## src/rtl/instr_buffer.sv

```systemverilog
// instr_buffer: dual-lane FWFT instruction FIFO between fetch and decode.
// Optional perf counters are built only when IB_PERF_COUNTER_EN is defined.
module instr_buffer #(
    parameter int IF_WIDTH     = 2,
    parameter int DECODE_WIDTH = 2,
    parameter int BUFFER_SIZE  = 8
) (
    input  logic                                clk,
    input  logic                                rst_n,
    input  logic                                flush_i,
    input  logic                                stall_i,
    input  logic [IF_WIDTH-1:0]                 if_valid_i,
    input  logic [IF_WIDTH-1:0][31:0]           if_pc_i,
    input  logic [IF_WIDTH-1:0][31:0]           if_instr_i,
    input  logic [IF_WIDTH-1:0]                 if_excp_i,
    output logic                                if_ready_o,
    output logic [DECODE_WIDTH-1:0]             id_valid_o,
    output logic [DECODE_WIDTH-1:0][31:0]       id_pc_o,
    output logic [DECODE_WIDTH-1:0][31:0]       id_instr_o,
    output logic [DECODE_WIDTH-1:0]             id_excp_o,
    input  logic [DECODE_WIDTH-1:0]             id_accept_i,
    output logic [31:0]                         perf_empty_cnt_o,
    output logic [31:0]                         perf_full_cnt_o
);
    localparam int PW = $clog2(BUFFER_SIZE);
    localparam int CW = $clog2(BUFFER_SIZE + 1);

    logic [PW-1:0]                head_q, head_d, tail_q, tail_d;
    logic [CW-1:0]                count_q, count_d, push_n, pop_n;
    logic [IF_WIDTH-1:0][PW-1:0]  wr_idx;
    logic                         push_en, pop_run;
    logic [31:0]                  pc_q    [BUFFER_SIZE];
    logic [31:0]                  instr_q [BUFFER_SIZE];
    logic                         excp_q  [BUFFER_SIZE];

    assign if_ready_o = (CW'(BUFFER_SIZE) - count_q) >= CW'(IF_WIDTH);
    assign push_en    = if_ready_o && !flush_i;

    // Valid lanes are packed in lane order; pops stop at the first unaccepted slot.
    always_comb begin
        push_n  = '0;
        for (int i = 0; i < IF_WIDTH; i++) begin
            wr_idx[i] = tail_q + PW'(push_n);
            push_n    = push_n + CW'(if_valid_i[i]);
        end
        push_n  = push_en ? push_n : '0;
        pop_n   = '0;
        pop_run = !stall_i && !flush_i;
        for (int k = 0; k < DECODE_WIDTH; k++) begin
            pop_run = pop_run && id_accept_i[k] && id_valid_o[k];
            pop_n   = pop_n + CW'(pop_run);
        end
        head_d  = flush_i ? '0 : head_q + PW'(pop_n);
        tail_d  = flush_i ? '0 : tail_q + PW'(push_n);
        count_d = flush_i ? '0 : count_q + push_n - pop_n;
    end

    always_ff @(posedge clk or negedge rst_n) begin
        if (!rst_n) begin
            head_q  <= '0;
            tail_q  <= '0;
            count_q <= '0;
        end else begin
            head_q  <= head_d;
            tail_q  <= tail_d;
            count_q <= count_d;
        end
    end

    always_ff @(posedge clk) begin
        for (int i = 0; i < IF_WIDTH; i++) begin
            if (push_en && if_valid_i[i]) begin
                pc_q[wr_idx[i]]    <= if_pc_i[i];
                instr_q[wr_idx[i]] <= if_instr_i[i];
                excp_q[wr_idx[i]]  <= if_excp_i[i];
            end
        end
    end

    genvar d;
    generate
        for (d = 0; d < DECODE_WIDTH; d++) begin : g_rd
            logic [PW-1:0] rd_idx;
            assign rd_idx        = head_q + PW'(d);
            assign id_valid_o[d] = count_q > CW'(d);
            assign id_pc_o[d]    = pc_q[rd_idx];
            assign id_instr_o[d] = instr_q[rd_idx];
            assign id_excp_o[d]  = excp_q[rd_idx];
        end
    endgenerate

`ifdef IB_PERF_COUNTER_EN
    logic [31:0] empty_cnt_q, empty_cnt_d, full_cnt_q, full_cnt_d;

    assign empty_cnt_d = empty_cnt_q + 32'((count_q == '0) && !(&empty_cnt_q));
    assign full_cnt_d  = full_cnt_q + 32'(!if_ready_o && (|if_valid_i) && !(&full_cnt_q));

    always_ff @(posedge clk or negedge rst_n) begin
        if (!rst_n) begin
            empty_cnt_q <= '0;
            full_cnt_q  <= '0;
        end else begin
            empty_cnt_q <= empty_cnt_d;
            full_cnt_q  <= full_cnt_d;
        end
    end

    assign perf_empty_cnt_o = empty_cnt_q;
    assign perf_full_cnt_o  = full_cnt_q;
`else
    assign perf_empty_cnt_o = 32'h0;
    assign perf_full_cnt_o  = 32'h0;
`endif
endmodule

```

## config.mk

```make
export PLATFORM = sky130hd
export DESIGN_NAME = instr_buffer
export DESIGN_NICKNAME = d
export VERILOG_FILES = /design/src/rtl/instr_buffer.sv
export SDC_FILE = /design/constraint.sdc
export NUM_CORES = 1
export LEC_CHECK = 0
export BUFFER_PORTS_ARGS = -buffer_cell sky130_fd_sc_hd__buf_2
export CORE_MARGIN = 5
export CORE_UTILIZATION = 54
export CTS_CLUSTER_DIAMETER = 150
export DETAILED_ROUTE_END_ITERATION = 10
export PLACE_DENSITY = 0.84
export REMOVE_ABC_BUFFERS = 1
export SYNTH_ARGS = -nofsm -noshare
export SYNTH_HDL_FRONTEND = slang
export SYNTH_SLANG_ARGS = --single-unit
```

## constraint.sdc

```tcl
create_clock -name clk -period 6.4 [get_ports clk]
set_input_delay 1.28 -clock clk [delete_from_list [all_inputs] [get_ports clk]]
set_output_delay 1.28 -clock clk [all_outputs]
set_load 0.005 [all_outputs]
```

======== Word-level counts from Yosys, hierarchy flattened ========
Memories as Yosys holds them, arrays and structs flattened.
Cells that the tools add are included.
word-level totals
  memories ................................ 3
  input bits .............................. 138
  RAM bits ................................ 520
  register bits after elaboration ......... 10
memories
  name     depth  bits a word  read ports  clocked after Yosys merged registers in  wr ports  line  source
  instr_q  8      32           2           0                                        2         33    logic [31:0] instr_q [BUFFER_SIZE];
  pc_q     8      32           2           0                                        2         32    logic [31:0] pc_q [BUFFER_SIZE];
  excp_q   8      1            2           0                                        2         34    logic excp_q [BUFFER_SIZE];
operators by class
  $lt $le $gt $ge ......................... 3
  $add $sub $neg .......................... 9
  mux-type cells .......................... 8
  reductions and logical operators ........ 10
operators by type and width
  kind                 count
  $gt 4x1->1 const B   2
  $logic_and 1x1->1    8
  $add 3x2->3          2
  $mux 3               2
  $add 1x1->2          2
  $add 4x2->4          1
  $ge 4x2->1 const B   1
  $mux 1               4
  $mux 4               1
  $sub 4x2->4          1
  $sub 4x4->4 const A  1
  $add 3x1->3          1
  $add 3x1->3 const B  1
  $logic_not 1->1      2
  $mux 2               1

======== Logic depth before layout (Yosys ltp) ========
Gate-level depths: netlist of the first run.
  word-level depth ........................ 9
  depth in mapped cells ................... 13

======== Worst setup path after synthesis of the first run ========
No wires, ideal clock.
  kind .................................... in2reg
  start ................................... in flush_i
  end ..................................... mem excp_q[4], enable pin
  stages .................................. 3
  arrival ................................. 6.545 ns
  required time ........................... 5.815 ns
  setup slack ............................. -0.730 ns
  path through ............................ a41oi_1 -> nand3_1 -> o31ai_1
RTL lines
  what         line  source
  from (decl)  10    input logic flush_i,
  to (decl)    34

==> results of run 1 <==
[per-stage QoR]
step                cell area [um^2]  setup slack, ns
finish                         34700             1.56
global route                   34700             1.34
CTS                            34600             1.44
detailed placement             32900             2.00
global placement               32900             2.02
floorplan                      30000            -8.55
[registers in the layout, indices dropped and copies added (netlist names)]
register,cells
tail_q,3
excp_q,8
pc_q,256
head_q,3
count_q,4
instr_q,256
[path summary, 6_finish.rpt]
kind / slack [ns] / endpoint
worst min-delay path: 0.54 / count_q[3]
worst max-delay path: 1.56 / id_pc_o[36]
worst max register to register: 2.85 / pc_q[2][27]
min in group clk: 0.66 / tail_q[2]
max in group asynchronous: 5.62 / head_q[1]
worst min register to register: 0.66 / tail_q[2]
[Yosys cell counts, types with 2 or more instances]
cell	n	area share, %
xor2_1	4	0.11
nand3b_1	3	0.072
xnor2_1	4	0.11
edfxtp_1	520	50
mux4_2	260	19
inv_1	11	0.13
mux2_2	617	22
mux2_1	33	1.2
fa_1	4	0.26
nand3b_2	3	0.11
buf_6	16	0.58
buf_2	45	0.72
buf_1	14	0.17
clkbuf_1	30	0.36
nand2b_1	2	0.040
nor2b_1	5	0.10
buf_4	68	1.6
o31ai_1	2	0.048
and3_2	4	0.096
nor2_1	10	0.12
ha_1	17	0.68
o21bai_1	4	0.096
nand2_1	5	0.060
and3_1	2	0.040
dfrtp_1	10	0.80
o21ai_0	3	0.048
buf_8	20	0.96
[cell families after synthesis]
group	synth area share, %
fa+ha+maj	0.939
xor+xnor	0.225
compound gates	0.325
buf+inv	4.56
simple gates	0.787
mux	42.3
flops	50.9
other cells	0.0120
[per-layer routing]
metal	global-route usage (%)	wire length (um)	up-vias	share of wire, %
li1	-	-	7540	-
met1	33.2	30500	9546	38
met2	41.3	40000	826	50
met3	6.25	6950	167	8.7
met4	7.87	2360	10	3.0
met5	0	74	-	0.093
[power groups by stage]
stage | clock (uW) | combinational [uW] | sequential, uW
CTS | 3220 | 3470 | 4510
global route | 3360 | 3680 | 4550
detailed placement | 0 | 3440 | 4580
global placement | 0 | 3370 | 4540
finish | 3180 | 3440 | 4510
floorplan | 0 | 2500 | 4660
[layout make-up]
type / count / share of cell area [%]
tap: 765 / 2.76
multi-input combinational: 1055 / 41.2
sequential: 530 / 45.8
clock buffer: 66 / 4.09
antenna: 18 / 0.130
inverter: 11 / 0.119
timing repair buffer: 305 / 4.87
clock inverter: 38 / 1.01
[critical path, delay by kind of cell (launching register included)]
kind,cells,cell delay [ns]
adders and majority gates,1,0.64
buffers and inverters,2,0.58
DFF,1,0.70
muxes,2,0.90
==> results.cfg, run 1 <==
[yosys]
syn-mean-instance-area_um2 = 18.1
syn_area_um2 = 31200
async_flop_share_pct = 1.89
synth_cells = 1726
synth_cell_type_count = 37
yosysSeqAreaShare_pct = 50.9
synth_seq_cells = 530
ys_warn_count = 0
synth_edf_count = 520
synth-main-ff-cell = edfxtp_1

[finish]
final_cell_mix = mux2_2, edfxtp_1, buf_2
fillCellCount = 4138
multi_input_area_um2 = 14300
final_common_cell = mux2_2
fin_util_pct = 60.3
fin_cells = 2788
nets = 2117
final-seq-area_um2 = 15900
layout-drive-gt1-share_pct = 64.1
syn2layout_area_growth_pct = 11.2

[drt]
vias_per_cell = 6.49
antenna_left = 0
drtPass1Iterations = 5
wirelength_mm = 79.9
initialDrtViolationCount = 1751
vias = 18100
drc = 0
avgRoutedWirePerCell_um = 28.6

[critical_path]
crit_arrival_ns = 3.56
cp-startpoint = head_q[0]
crit_chain = ha_4, buf_12, mux4_2, mux2_2, buf_2
cpPeakStageDelay_ns = 0.70
critPathKind = flop to primary output
startpoint_type = flop
end_kind = primary output
slowest_stage = dfrtp_4
ff2ff_path_depth = 6
cp_max_fo = 54
r2r_start = tail_q[0]
critPathRequiredTime_ns = 5.12

[die]
dieArea_um2 = 62600
top_level_ports = 335
start_util_pct = 54.2
die_w_um = 250
fp.coreArea_um2 = 57500
rows = 88
die_height_um = 250

[sta]
fin_skew_ns = 0.0207
maxSlewViolCount = 0
fin_crit_ns = 4.84
tightest_slew_ns = 1.13
hold_viol = 0
rsz0062_at_grt = no
maxSlewHeadroom_pct = 24.6
max_freq_mhz = 207
setup_viol = 0
timing.final.crit_share_pct = 75.6
whs_ns = 0.543
tns_ns = 0

[power]
p_clk_share_pct = 28.5
combPwrFrac_pct = 30.9
p_per_area_nw_per_um2 = 321
power_uw = 11100
p_sw_share_pct = 29.0
p_seq_share_pct = 40.6
leakagePower_uw = 0.0114
power.switching_uw = 3230
peakVddDrop_mv = 0.272
p_int_uw = 7890

[place]
dp_hpwl_mm = 47.5
port_buffers = 270
dp_cells = 2666
gp_congestion = 0.767

[clock_tree]
clkTransAtPathRegs_ns = 0.06
clock_sinks = 530
clockBufferDepth = 3
htree_levels = 2
cts-hold-fix-buffers = 0
ctsResizeCount = 0
cts-root-buf = clkbuf_16
cts_made_buffers = 55
clk_latency_ns = 0.61
cts_tree = yes
postCtsSetupBuffers = 0

[min_path]
hp-class = input pin to async pin

[global_routing]
grt_pass1_vias = 19300
gr-usage-all-layers_pct = 25.0
antenna_found_initial = 24
grt_max_degree = 134
grt-ovfl-total = 0
grt_first_pass_wirelength_mm = 120

[run]
max_cap_violations = 0

[status]
status = finished, final reports clean
Power figures use the tool's default switching activity.
==> run 2, diff against run 1 <==
==> constraint.sdc (replaced) <==
create_clock -name clk -period 4.1 [get_ports clk]
set_input_delay 0.82 -clock clk [delete_from_list [all_inputs] [get_ports clk]]
set_output_delay 0.82 -clock clk [all_outputs]
set_load 0.005 [all_outputs]
==> results.cfg, run 2 (same netlist as run 1, synthesis figures left out) <==
[power]
p_per_area_nw_per_um2 = 501
power_uw = 17500
leakagePower_uw = 0.0115
peakVddDrop_mv = 0.460

[finish]
fillCellCount = 4152
final_common_cell = mux2_2
final-seq-area_um2 = 15900
multi_input_area_um2 = 14300
layout-drive-gt1-share_pct = 64.3
final_cell_mix = mux2_2, edfxtp_1, buf_2
syn2layout_area_growth_pct = 12.1
fin_util_pct = 60.8
nets = 2123

[global_routing]
grt_max_degree = 149
gr-usage-all-layers_pct = 25.3
grt_first_pass_wirelength_mm = 121
grt_pass1_vias = 19000
grt-ovfl-total = 0
antenna_found_initial = 19

[critical_path]
ff2ff_setup_slack_ns = 0.85
startpoint_type = flop
ff2ff_path_depth = 5
crit_arrival_ns = 3.11
critPathRequiredTime_ns = 3.28
cp_max_fo = 18
end_kind = primary output
critPathKind = flop to primary output

[clock_tree]
cts_made_buffers = 55
cts_tree = yes
cts-hold-fix-buffers = 0
cts-root-buf = clkbuf_16
postCtsSetupBuffers = 0
clock_sinks = 530
clk_latency_ns = 0.62
ctsResizeCount = 0
clkTransAtPathRegs_ns = 0.06
htree_levels = 2
clockBufferDepth = 3

[min_path]
hp-class = input pin to async pin

[drt]
initialDrtViolationCount = 1680
wirelength_mm = 81.1
drc = 0
avgRoutedWirePerCell_um = 29.1
vias_per_cell = 6.49
vias = 18100
drtPass1Iterations = 5
antenna_left = 0

[place]
port_buffers = 270
dp_hpwl_mm = 47.3
gp_congestion = 0.821

[sta]
setup_viol = 0
maxSlewViolCount = 0
rsz0062_at_grt = no
fin_skew_ns = 0.0326
max_freq_mhz = 255
fin_crit_ns = 3.93
timing.final.crit_share_pct = 95.8
tightest_slew_ns = 1.08
maxSlewHeadroom_pct = 28.3
hold_viol = 0

[die]
start_util_pct = 54.2
die_w_um = 250
fp.coreArea_um2 = 57500
die_height_um = 250
dieArea_um2 = 62600
rows = 88
top_level_ports = 335

[run]
max_cap_violations = 0

[status]
status = finished, final reports clean
-- run 2: changes by cell type in the layout (fill, tap and decap cells not counted), sizes merged --
cell	change
diode	-6
buf	+6
clkinvlp	-2
clkbuf	+1
inv	-2
clkinv	-1
-- run 2: worst paths after layout --
| kind | end | from |
|---|---|---|
| max | id_pc_o[32] | head_q[1] |
| min | tail_q[1] | rst_n |
| max reg2reg | instr_q[5][10] | count_q[2] |
| min reg2reg | tail_q[2] | tail_q[2] |
| max in group asynchronous | head_q[0] | rst_n |
| min in group clk | count_q[3] | flush_i |
-- run 2: final cells by class --
class                      count  share of cell area [%]
sequential                   530                    45.4
multi-input combinational   1055                    40.9
timing repair buffer         311                    5.68
clock buffer                  67                    4.13
tap                          765                    2.74
clock inverter                33                   0.931
inverter                      11                   0.118
antenna                       12                  0.0859
-- run 2: power by group --
part / switching [uW] / total [uW] / internal [uW]
Combinational: 2710 / 5550 / 2840
Clock: 2090 / 4970 / 2870
Sequential: 273 / 7000 / 6720
Total: 5080 / 17500 / 12400
-- run 2: critical path: stages (launching register included) --
cell and delay [ns]:
dfrtp_4 0.51, ha_4 0.57, buf_4 0.39, mux4_2 0.55
mux2_2 0.30, buf_2 0.14
-- run 2: through the flow --
stage	TNS [ns]	instance area [um^2]	instances	hold WS, ns	worst slack, ns
2_1_floorplan	-2040.36	30000	1596	0.524	-10.39
3_3_place_gp	0	33200	2672	0.631	0.710
3_5_place_dp	0	33200	2672	0.655	0.688
4_1_cts	0	34900	2772	0.0512	0.105
5_1_grt	0	34900	2780	0.0695	0.0370
6_report	0	34900	2784	0.0698	0.172
-- run 2: per-layer routing --
metal	vias to the layer above	GRT usage, %	wire (um)
li1	7540	-	-
met1	9577	34.2	31300
met2	804	41.8	40800
met3	133	6.23	7030
met4	14	6.83	1940
met5	-	0	103
